### config.mk
export PLATFORM = sky130hd
export DESIGN_NAME = instr_sequencer
export DESIGN_NICKNAME = d
export VERILOG_FILES = /design/src/rtl/seq_pkg.sv /design/src/rtl/seq_decode.sv /design/src/rtl/instr_sequencer.sv
export SDC_FILE = /design/constraint.sdc
export NUM_CORES = 1
export LEC_CHECK = 0
export CORE_AREA = 2 2 84 86
export DETAILED_ROUTE_END_ITERATION = 8
export DIE_AREA = 0 0 86 88
export GPL_ROUTABILITY_DRIVEN = 0
export HOLD_SLACK_MARGIN = 0.06
export PLACE_DENSITY_LB_ADDON = 0.3
export SYNTH_ARGS = -nofsm -noshare
export SYNTH_HDL_FRONTEND = slang
export SYNTH_HIERARCHICAL = 1
export SYNTH_SLANG_ARGS = --single-unit
### constraint.sdc
create_clock -name clk -period 1.75 [get_ports clk]
set_input_delay 0.2625 -clock clk [delete_from_list [all_inputs] [get_ports clk]]
set_output_delay 0.2625 -clock clk [all_outputs]
set_load 0.01 [all_outputs]
### src/rtl/seq_pkg.sv
// Shared definitions for the instruction sequencer: state encoding, opcodes,
// register codes and the instruction-kind classifier. SEQ_STEP_EN adds STEP_WAIT.
package seq_pkg;

    typedef logic [2:0] seq_state_t;

    localparam seq_state_t ST_IDLE      = 3'd0;
    localparam seq_state_t ST_FETCH     = 3'd1;
    localparam seq_state_t ST_DECODE    = 3'd2;
    localparam seq_state_t ST_FETCH_IMM = 3'd3;
    localparam seq_state_t ST_EXEC      = 3'd4;
    localparam seq_state_t ST_HALTED    = 3'd5;
`ifdef SEQ_STEP_EN
    localparam seq_state_t ST_STEP_WAIT = 3'd6;
`endif

    localparam logic [7:0] OP_ADD    = 8'h00;
    localparam logic [7:0] OP_SUB    = 8'h01;
    localparam logic [7:0] OP_AND    = 8'h02;
    localparam logic [7:0] OP_OR     = 8'h03;
    localparam logic [7:0] OP_XOR    = 8'h04;
    localparam logic [7:0] OP_NOT    = 8'h05;
    localparam logic [7:0] OP_SHL    = 8'h06;
    localparam logic [7:0] OP_SHR    = 8'h07;
    localparam logic [7:0] OP_CMP    = 8'h08;
    localparam logic [7:0] OP_INC    = 8'h0F;
    localparam logic [7:0] OP_DEC    = 8'h10;
    localparam logic [7:0] OP_HALT   = 8'hFD;
    localparam logic [7:0] OP_LDI    = 8'hFE;
    localparam logic [7:0] OP_MOV_RR = 8'hFF;

    localparam logic [3:0] REG_RA  = 4'h0;
    localparam logic [3:0] REG_RB  = 4'h1;
    localparam logic [3:0] REG_RC  = 4'h2;
    localparam logic [3:0] REG_RD  = 4'h3;
    localparam logic [3:0] REG_RE  = 4'h4;
    localparam logic [3:0] REG_RF  = 4'h5;
    localparam logic [3:0] REG_RBP = 4'h6;
    localparam logic [3:0] REG_RSP = 4'h7;

    typedef enum logic [1:0] {
        KIND_ALU  = 2'd0,
        KIND_LDI  = 2'd1,
        KIND_HALT = 2'd2
    } instr_kind_e;

    // Everything that is not LDI or HALT is handed to the ALU as a register op.
    function automatic instr_kind_e classify(input logic [7:0] option);
        case (option)
            OP_LDI:  return KIND_LDI;
            OP_HALT: return KIND_HALT;
            default: return KIND_ALU;
        endcase
    endfunction

endpackage

### src/rtl/seq_decode.sv
// Combinational instruction decoder: splits a fetched word into its
// option and selector fields and classifies it as ALU, LDI or HALT.
module seq_decode
    import seq_pkg::*;
(
    input  logic [15:0]  word_i,
    output instr_kind_e  kind_o,
    output logic [7:0]   selector_o,
    output logic [7:0]   option_o
);

    assign option_o   = word_i[15:8];
    assign selector_o = word_i[7:0];
    assign kind_o     = classify(word_i[15:8]);

endmodule

### src/rtl/instr_sequencer.sv
// Instruction sequencer: fetches words from program memory, decodes them and
// strobes the ALU. Define SEQ_STEP_EN to add single-step gating via i_step.
module instr_sequencer
    import seq_pkg::*;
(
    input  logic        clk,
    input  logic        rst,
    input  logic        i_start,
`ifdef SEQ_STEP_EN
    input  logic        i_step,
`endif
    output logic        o_mem_req,
    output logic [15:0] o_mem_addr,
    input  logic        i_mem_ack,
    input  logic [15:0] i_mem_data,
    output logic [7:0]  o_reg_selector,
    output logic [7:0]  o_option,
    output logic        o_regop,
    output logic        o_store_in_reg,
    output logic [15:0] o_data,
    output logic [15:0] o_pc,
    output logic        o_busy,
    output logic        o_halted
);

    seq_state_t  state_q, state_d;
    logic [15:0] pc_q, pc_d;
    logic [15:0] word_q, word_d;
    logic [15:0] data_q, data_d;
    logic [7:0]  sel_q, sel_d;
    logic [7:0]  opt_q, opt_d;
    instr_kind_e kind_q, kind_d;

    instr_kind_e dec_kind;
    logic [7:0]  dec_sel;
    logic [7:0]  dec_opt;

    seq_decode u_decode (
        .word_i     (word_q),
        .kind_o     (dec_kind),
        .selector_o (dec_sel),
        .option_o   (dec_opt)
    );

    always_comb begin
        // NOTE: every _d starts from its _q, so no branch can leave a latch behind.
        state_d = state_q;
        pc_d    = pc_q;
        word_d  = word_q;
        data_d  = data_q;
        sel_d   = sel_q;
        opt_d   = opt_q;
        kind_d  = kind_q;

        case (state_q)
            ST_IDLE, ST_HALTED: begin
                if (i_start) state_d = ST_FETCH;
            end
            ST_FETCH: begin
                if (i_mem_ack) begin
                    word_d  = i_mem_data;
                    pc_d    = pc_q + 16'd1;
                    state_d = ST_DECODE;
                end
            end
            ST_DECODE: begin
                sel_d  = dec_sel;
                opt_d  = dec_opt;
                kind_d = dec_kind;
                case (dec_kind)
                    KIND_LDI:  state_d = ST_FETCH_IMM;
                    KIND_HALT: state_d = ST_HALTED;
                    default:   state_d = ST_EXEC;
                endcase
            end
            ST_FETCH_IMM: begin
                // The PC simply rolls over, so an immediate at 16'h0000 after FFFF is fine.
                if (i_mem_ack) begin
                    data_d  = i_mem_data;
                    pc_d    = pc_q + 16'd1;
                    state_d = ST_EXEC;
                end
            end
            ST_EXEC: begin
`ifdef SEQ_STEP_EN
                state_d = ST_STEP_WAIT;
`else
                state_d = ST_FETCH;
`endif
            end
`ifdef SEQ_STEP_EN
            ST_STEP_WAIT: begin
                if (i_step) state_d = ST_FETCH;
            end
`endif
            default: state_d = ST_IDLE;
        endcase
    end

    always_ff @(posedge clk) begin
        // NOTE: non-blocking assignments so every register samples pre-edge values.
        if (rst) begin
            state_q <= ST_IDLE;
            pc_q    <= 16'h0000;
            word_q  <= 16'h0000;
            data_q  <= 16'h0000;
            sel_q   <= 8'h00;
            opt_q   <= 8'h00;
            kind_q  <= KIND_ALU;
        end else begin
            state_q <= state_d;
            pc_q    <= pc_d;
            word_q  <= word_d;
            data_q  <= data_d;
            sel_q   <= sel_d;
            opt_q   <= opt_d;
            kind_q  <= kind_d;
        end
    end

    // All outputs are decoded from registers, so reset clears them on the same edge.
    assign o_mem_req      = (state_q == ST_FETCH) || (state_q == ST_FETCH_IMM);
    assign o_mem_addr     = pc_q;
    assign o_reg_selector = sel_q;
    assign o_option       = opt_q;
    assign o_regop        = (state_q == ST_EXEC) && (kind_q == KIND_ALU);
    assign o_store_in_reg = (state_q == ST_EXEC) && (kind_q == KIND_LDI);
    assign o_data         = data_q;
    assign o_pc           = pc_q;
    assign o_busy         = (state_q != ST_IDLE) && (state_q != ST_HALTED);
    assign o_halted       = (state_q == ST_HALTED);

endmodule
# Yosys cells after proc, flatten, opt, wreduce, memory -nomap -nowiden
# Index checks and enable logic that the tools add are counted.
[word_totals] register_bits=69 in_bits=20 out_inout_bits=69 word_cells=41
[classes] add_sub_neg=1 n_eq_ne=14 mux=6 reduce_logical=13
[op_table] op="16-bit by 1-bit adder with 16-bit output, second input constant" count=1
[op_table] op="8-bit == test, second input constant" count=2
[op_table] op="3-bit one-hot mux with 5 select lines" count=1
[op_table] op="3-bit 2-to-1 mux" count=3
[op_table] op="3-bit by 2-bit == test with 1-bit output, second input constant" count=2
[op_table] op="3-bit == test, second input constant" count=2
[op_table] op="2-bit inequality test, second input constant" count=3
[op_table] op="3-bit one-hot mux with 2 select lines" count=1
[op_table] op="2-bit AND reduction" count=3
[op_table] op="2-bit by 1-bit == test with 1-bit output, second input constant" count=2
[op_table] op="2-bit one-hot mux with 2 select lines" count=1
[op_table] op="2-bit OR reduction" count=2
[op_table] op="3-bit by 1-bit == test with 1-bit output, second input constant" count=1
[op_table] op="1-bit logical AND" count=3
[op_table] op="3-bit logical NOT" count=1
[op_table] op="3-bit inequality test, second input constant" count=1
[op_table] op="3-bit AND reduction" count=1
[op_table] op="3-bit nonzero test" count=1
[op_table] op="2-bit == test, second input constant" count=1
[op_table] op="2-bit logical NOT" count=1
[op_table] op="1-bit logical OR" count=1

# Longest topological paths before layout
[logic_depth] depth_word=5 mapped_depth=7

# Modules after synthesis
# Netlist, hierarchy kept.
[modules_own_cells] mod="instr_sequencer" instances=1 cells_per_inst=351 area_each_um2=2854.0 seq_area_each_um2=1381.3
[modules_own_cells] mod="seq_decode" instances=1 cells_per_inst=21 area_each_um2=155.1 seq_area_each_um2=0.0

# Least setup slack after synthesis
# No wires, ideal clock.
[synth_timing] path_kind="register -> register" startpoint="register word_q[15]" endpoint="register state_q[0]" arrival_time_ns=1.506 required_ns=1.664 path_slack_ns=0.158 stages_incl_launch_ff=6 path_buffers=0 cell_sequence="dfxtp_1 > nand4_1 > nor4_1 > ha_1 > a21o_1 > a211oi_1"
[synth_via] elab_chain_len=5
[synth_lines] item="from (decl)" line="instr_sequencer.sv:28" source="logic [15:0] word_q, word_d;"
[synth_lines] item="from (signal assigned)" line="instr_sequencer.sv:113" source="word_q <= word_d;"
[synth_lines] item="8-bit == test" line="seq_pkg.sv:49" source="case (option)"
[synth_lines] item="2-bit one-hot mux with 2 select lines (*)" line="seq_pkg.sv:49"
[synth_lines] item="net dec_kind[0]" line="instr_sequencer.sv:34" source="instr_kind_e dec_kind;"
[synth_lines] item="2-bit == test / 2-bit by 1-bit == test with 1-bit output (equally long branches)" line="instr_sequencer.sv:70" source="case (dec_kind)"
[synth_lines] item="3-bit one-hot mux with 2 select lines (*)" line="instr_sequencer.sv:70"
[synth_lines] item="3-bit one-hot mux with 5 select lines (*)" line="instr_sequencer.sv:55" source="case (state_q)"
[synth_lines] item="to (signal assigned)" line="instr_sequencer.sv:111" source="state_q <= state_d;"
[synth_lines] item="to (decl)" line="instr_sequencer.sv:26" source="seq_state_t state_q, state_d;"
# Mark *: on every way through the listed nets, which the timed path passes. The rest lies on a longest branch.
# A chain may end at the register's enable or synchronous reset.

# Final worst setup path
[layout_timing] startpoint="register pc_q[0] (netlist: o_mem_addr[0])" endpoint="output o_pc[0]"
[layout_lines] item="from (decl)" line="instr_sequencer.sv:27" source="logic [15:0] pc_q, pc_d;"
[layout_lines] item="from (signal assigned)" line="instr_sequencer.sv:112" source="pc_q <= pc_d;"
[layout_lines] item="to (decl)" line="instr_sequencer.sv:21" source="output logic [15:0] o_pc,"
# No word-level cell between the ends.

==> out/results.tsv <==
stage	metric	value	unit
synthesis	syn_area_per_cell	8.09	um2
finish	Design Area, Final	4190	um2
cts	clk sinks	69	
synthesis	ys async rst share	0	
timing	# setup viols final	0	
min_path	Worst Hold Depth	2	
flow_run	Max-cap violations	0	
synthesis	post-synth cell types	42	
timing	Achievable Freq	593	MHz
timing	min Tclk post-route	1690	ps
worst_setup_path	CP arrival	1420	ps
cts	Inserted Clock Buffers	9	
synthesis	synth warn	6	
grt	vias in the first global route	2441	
power_and_ir_drop	leak pwr	1.53	nW
finish	commonest non-fill, non-tap cells in the layout	nand2_1, clkdlybuf4s50_1, dfxtp_1	
synthesis	EDFF count, synth	0	
synthesis	register area share after synthesis	0.459	
route	vias	2653	
floorplanning	DIE AREA	7570	um2
cts	H-tree Lvls	3	
timing	max-slew violations	0	
placement	Port Buf Inserts	88	
placement	Inst Count DP	516	
cts	Reg clk slew, reported paths	70	ps
worst_setup_path	crit path from	o_mem_addr[0]$_SDFFE_PP0P_	
route	DRT iter0 DRCs	165	
synthesis	Main synth FF type	dfxtp_1	
route	routed length per instance	13.1	um
finish	Synth-to-Final Area Change	39.1	%
finish	nets	474	
route	DR vias/cell	4.95	
finish	commonest non-fill, non-tap cell in the layout	nand2_1	
synthesis	share of the synthesized area in the top cell type	0.459	
grt	gr usage total	0.193	
cts	hold_buf cts	0	
power_and_ir_drop	Final Power	3.18	mW
worst_setup_path	path type of the worst setup path	reg -> out	
min_path	Hold Crit Class	in -> reg	
synthesis	leading post-synthesis cells by cell area	dfxtp_1, nand2_1, a21oi_1, buf_4, nor2_1	
grt	grt ovf	0	
synthesis	mapped cell area	3010	um2
worst_setup_path	crit-path max FO	4	
finish	Finished Layout Cells	536	
finish	fillers	569	
timing	final hold viol count	0	
cts	clk buf depth	2	
finish	share of layout cells above drive strength 1	0.156	
outcome	outcome	complete, no violations	
route	1st-pass router iterations	4	
route	Post-DRT Antenna Nets	0	
floorplanning	core area	6640	um2
power_and_ir_drop	PwrDens	760	nW/um2
timing	Slew @ Worst Pin	589	ps
floorplanning	Rows	30	
synthesis	cell count after synthesis	372	
min_path	Hold Startpoint	rst	
worst_setup_path	Reg-to-Reg Start	state_q[2]$_SDFFE_PP0P_	
floorplanning	Die W	86	um
cts	clock latency on the worst-skew pair	340	ps
finish	Antenna Cells	0	
finish	Final Util	0.630	
synthesis	post-synth top area cell	dfxtp_1	
timing	Total Negative Setup Slacks	0	ps
power_and_ir_drop	peak supply drop	0.480	mV
route	final wirelength	7.05	mm
worst_setup_path	CP required	1490	ps
route	DR DRC count	0	
synthesis	syn_nets	395	
grt	initial antenna violation count	0	
worst_setup_path	crit path launch type	flip-flop	
floorplanning	Die Ht	88	um
floorplanning	Boundary Pins	89	
synthesis	#FFs+latches synth	69	
timing	Post-Route Skew	5.54	ps
placement	HPWL Detailed	5.00	mm
grt	pin count of the biggest net entering global routing	54	
grt	first-pass GRT wire length	11.7	mm
worst_setup_path	Worst setup EP type	primary output	
timing	fin crit share	0.964	
worst_setup_path	Worst R2R Path Depth	5	
placement	area post-placement	3920	um2
cts	TritonCTS clock tree	built	
timing	Rel. slew slack	0.607	
floorplanning	Initial Util	0.453	
cts	CTS root buf	clkbuf_8	
layout make-up:
cell class / instances / area (um2) / share of cell area
clock buffer: 10 / 128 / 0.0305
clock inverter: 6 / 63.8 / 0.0152
inverter: 7 / 26.3 / 0.00628
multi-input combinational: 244 / 1310 / 0.313
sequential: 69 / 1390 / 0.332
tap: 80 / 100 / 0.0239
timing repair buffer: 120 / 1170 / 0.279
registers in the layout, summed over array words and instances (netlist names):
register	flops
o_option	8
o_data	16
o_reg_selector	8
o_mem_addr	16
state_q	3
kind_q	2
word_q	16
cell usage after synthesis, types with 2 or more instances:
| cell type | number |
|---|---|
| nor2_1 | 16 |
| nand2b_1 | 2 |
| nor3_1 | 4 |
| nand2_1 | 108 |
| and4_1 | 2 |
| buf_2 | 6 |
| clkbuf_2 | 2 |
| or3_1 | 5 |
| nand3_1 | 6 |
| inv_1 | 7 |
| xnor2_1 | 4 |
| ha_1 | 3 |
| a21oi_1 | 57 |
| buf_1 | 2 |
| o21ai_0 | 5 |
| nor2b_1 | 3 |
| dfxtp_1 | 69 |
| nand4_1 | 4 |
| buf_4 | 33 |
| and3_1 | 2 |
| mux2_1 | 2 |
| clkbuf_1 | 8 |
| xor2_1 | 3 |
layer usage:
metal | global-route usage | up-vias | routed length, um
met2 | 0.291 | 63 | 3270
met1 | 0.270 | 1226 | 3370
met5 | 0 | - | 0
met4 | 0.0851 | 0 | 107
li1 | - | 1353 | -
met3 | 0.0358 | 11 | 301
final timing paths:
check / end / slack, ps
hold / removal: o_mem_addr[7]$_SDFFE_PP0P_ / 330
hold reg to reg: o_reg_selector[3]$_SDFFE_PP0P_ / 450
setup reg to reg: o_mem_addr[15]$_SDFFE_PP0P_ / 80
setup / recovery: o_pc[0] / 60
where the power goes:
| part | total, mW | switching, mW | leakage (nW) | internal (mW) |
|---|---|---|---|---|
| clock | 1.26 | 0.604 | 0.0923 | 0.656 |
| sequential | 1.63 | 0.0259 | 0.560 | 1.60 |
| combinational | 0.295 | 0.146 | 0.873 | 0.150 |
| total | 3.18 | 0.775 | 1.53 | 2.41 |
metrics by stage:
stage | hold WS (ps) | setup WS (ps)
after floorplan | 398 | 158
after global placement | 443 | -181
after detailed placement | 446 | -215
after CTS | 319 | 18.8
after global routing | 346 | -15.9
final | 327 | 63.4
critical path: stages, from the launching register on:
cell and delay, ps:
dfxtp_1 420, buf_4 150, clkdlybuf4s50_1 520
cell families (layout without fill, tap and decap cells):
family | after synthesis | in the layout | synth area share
adders and majority gates | 3 | 3 | 0.0125
muxes | 3 | 3 | 0.0112
DFF | 69 | 69 | 0.459
and+or+nand+nor | 163 | 163 | 0.257
AOI/OAI and AO/OA | 68 | 68 | 0.119
buffers and inverters | 59 | 143 | 0.121
xor gates and xnor gates | 7 | 7 | 0.0204
repair_timing:
item / in CTS / in global routing
setup buffers: 1 / 3
setup endpoints to repair: 5 / 3
pin swaps: 1 / 3
gates resized for setup: 16 / 9
Note: power is estimated with default switching activity, not from simulation.
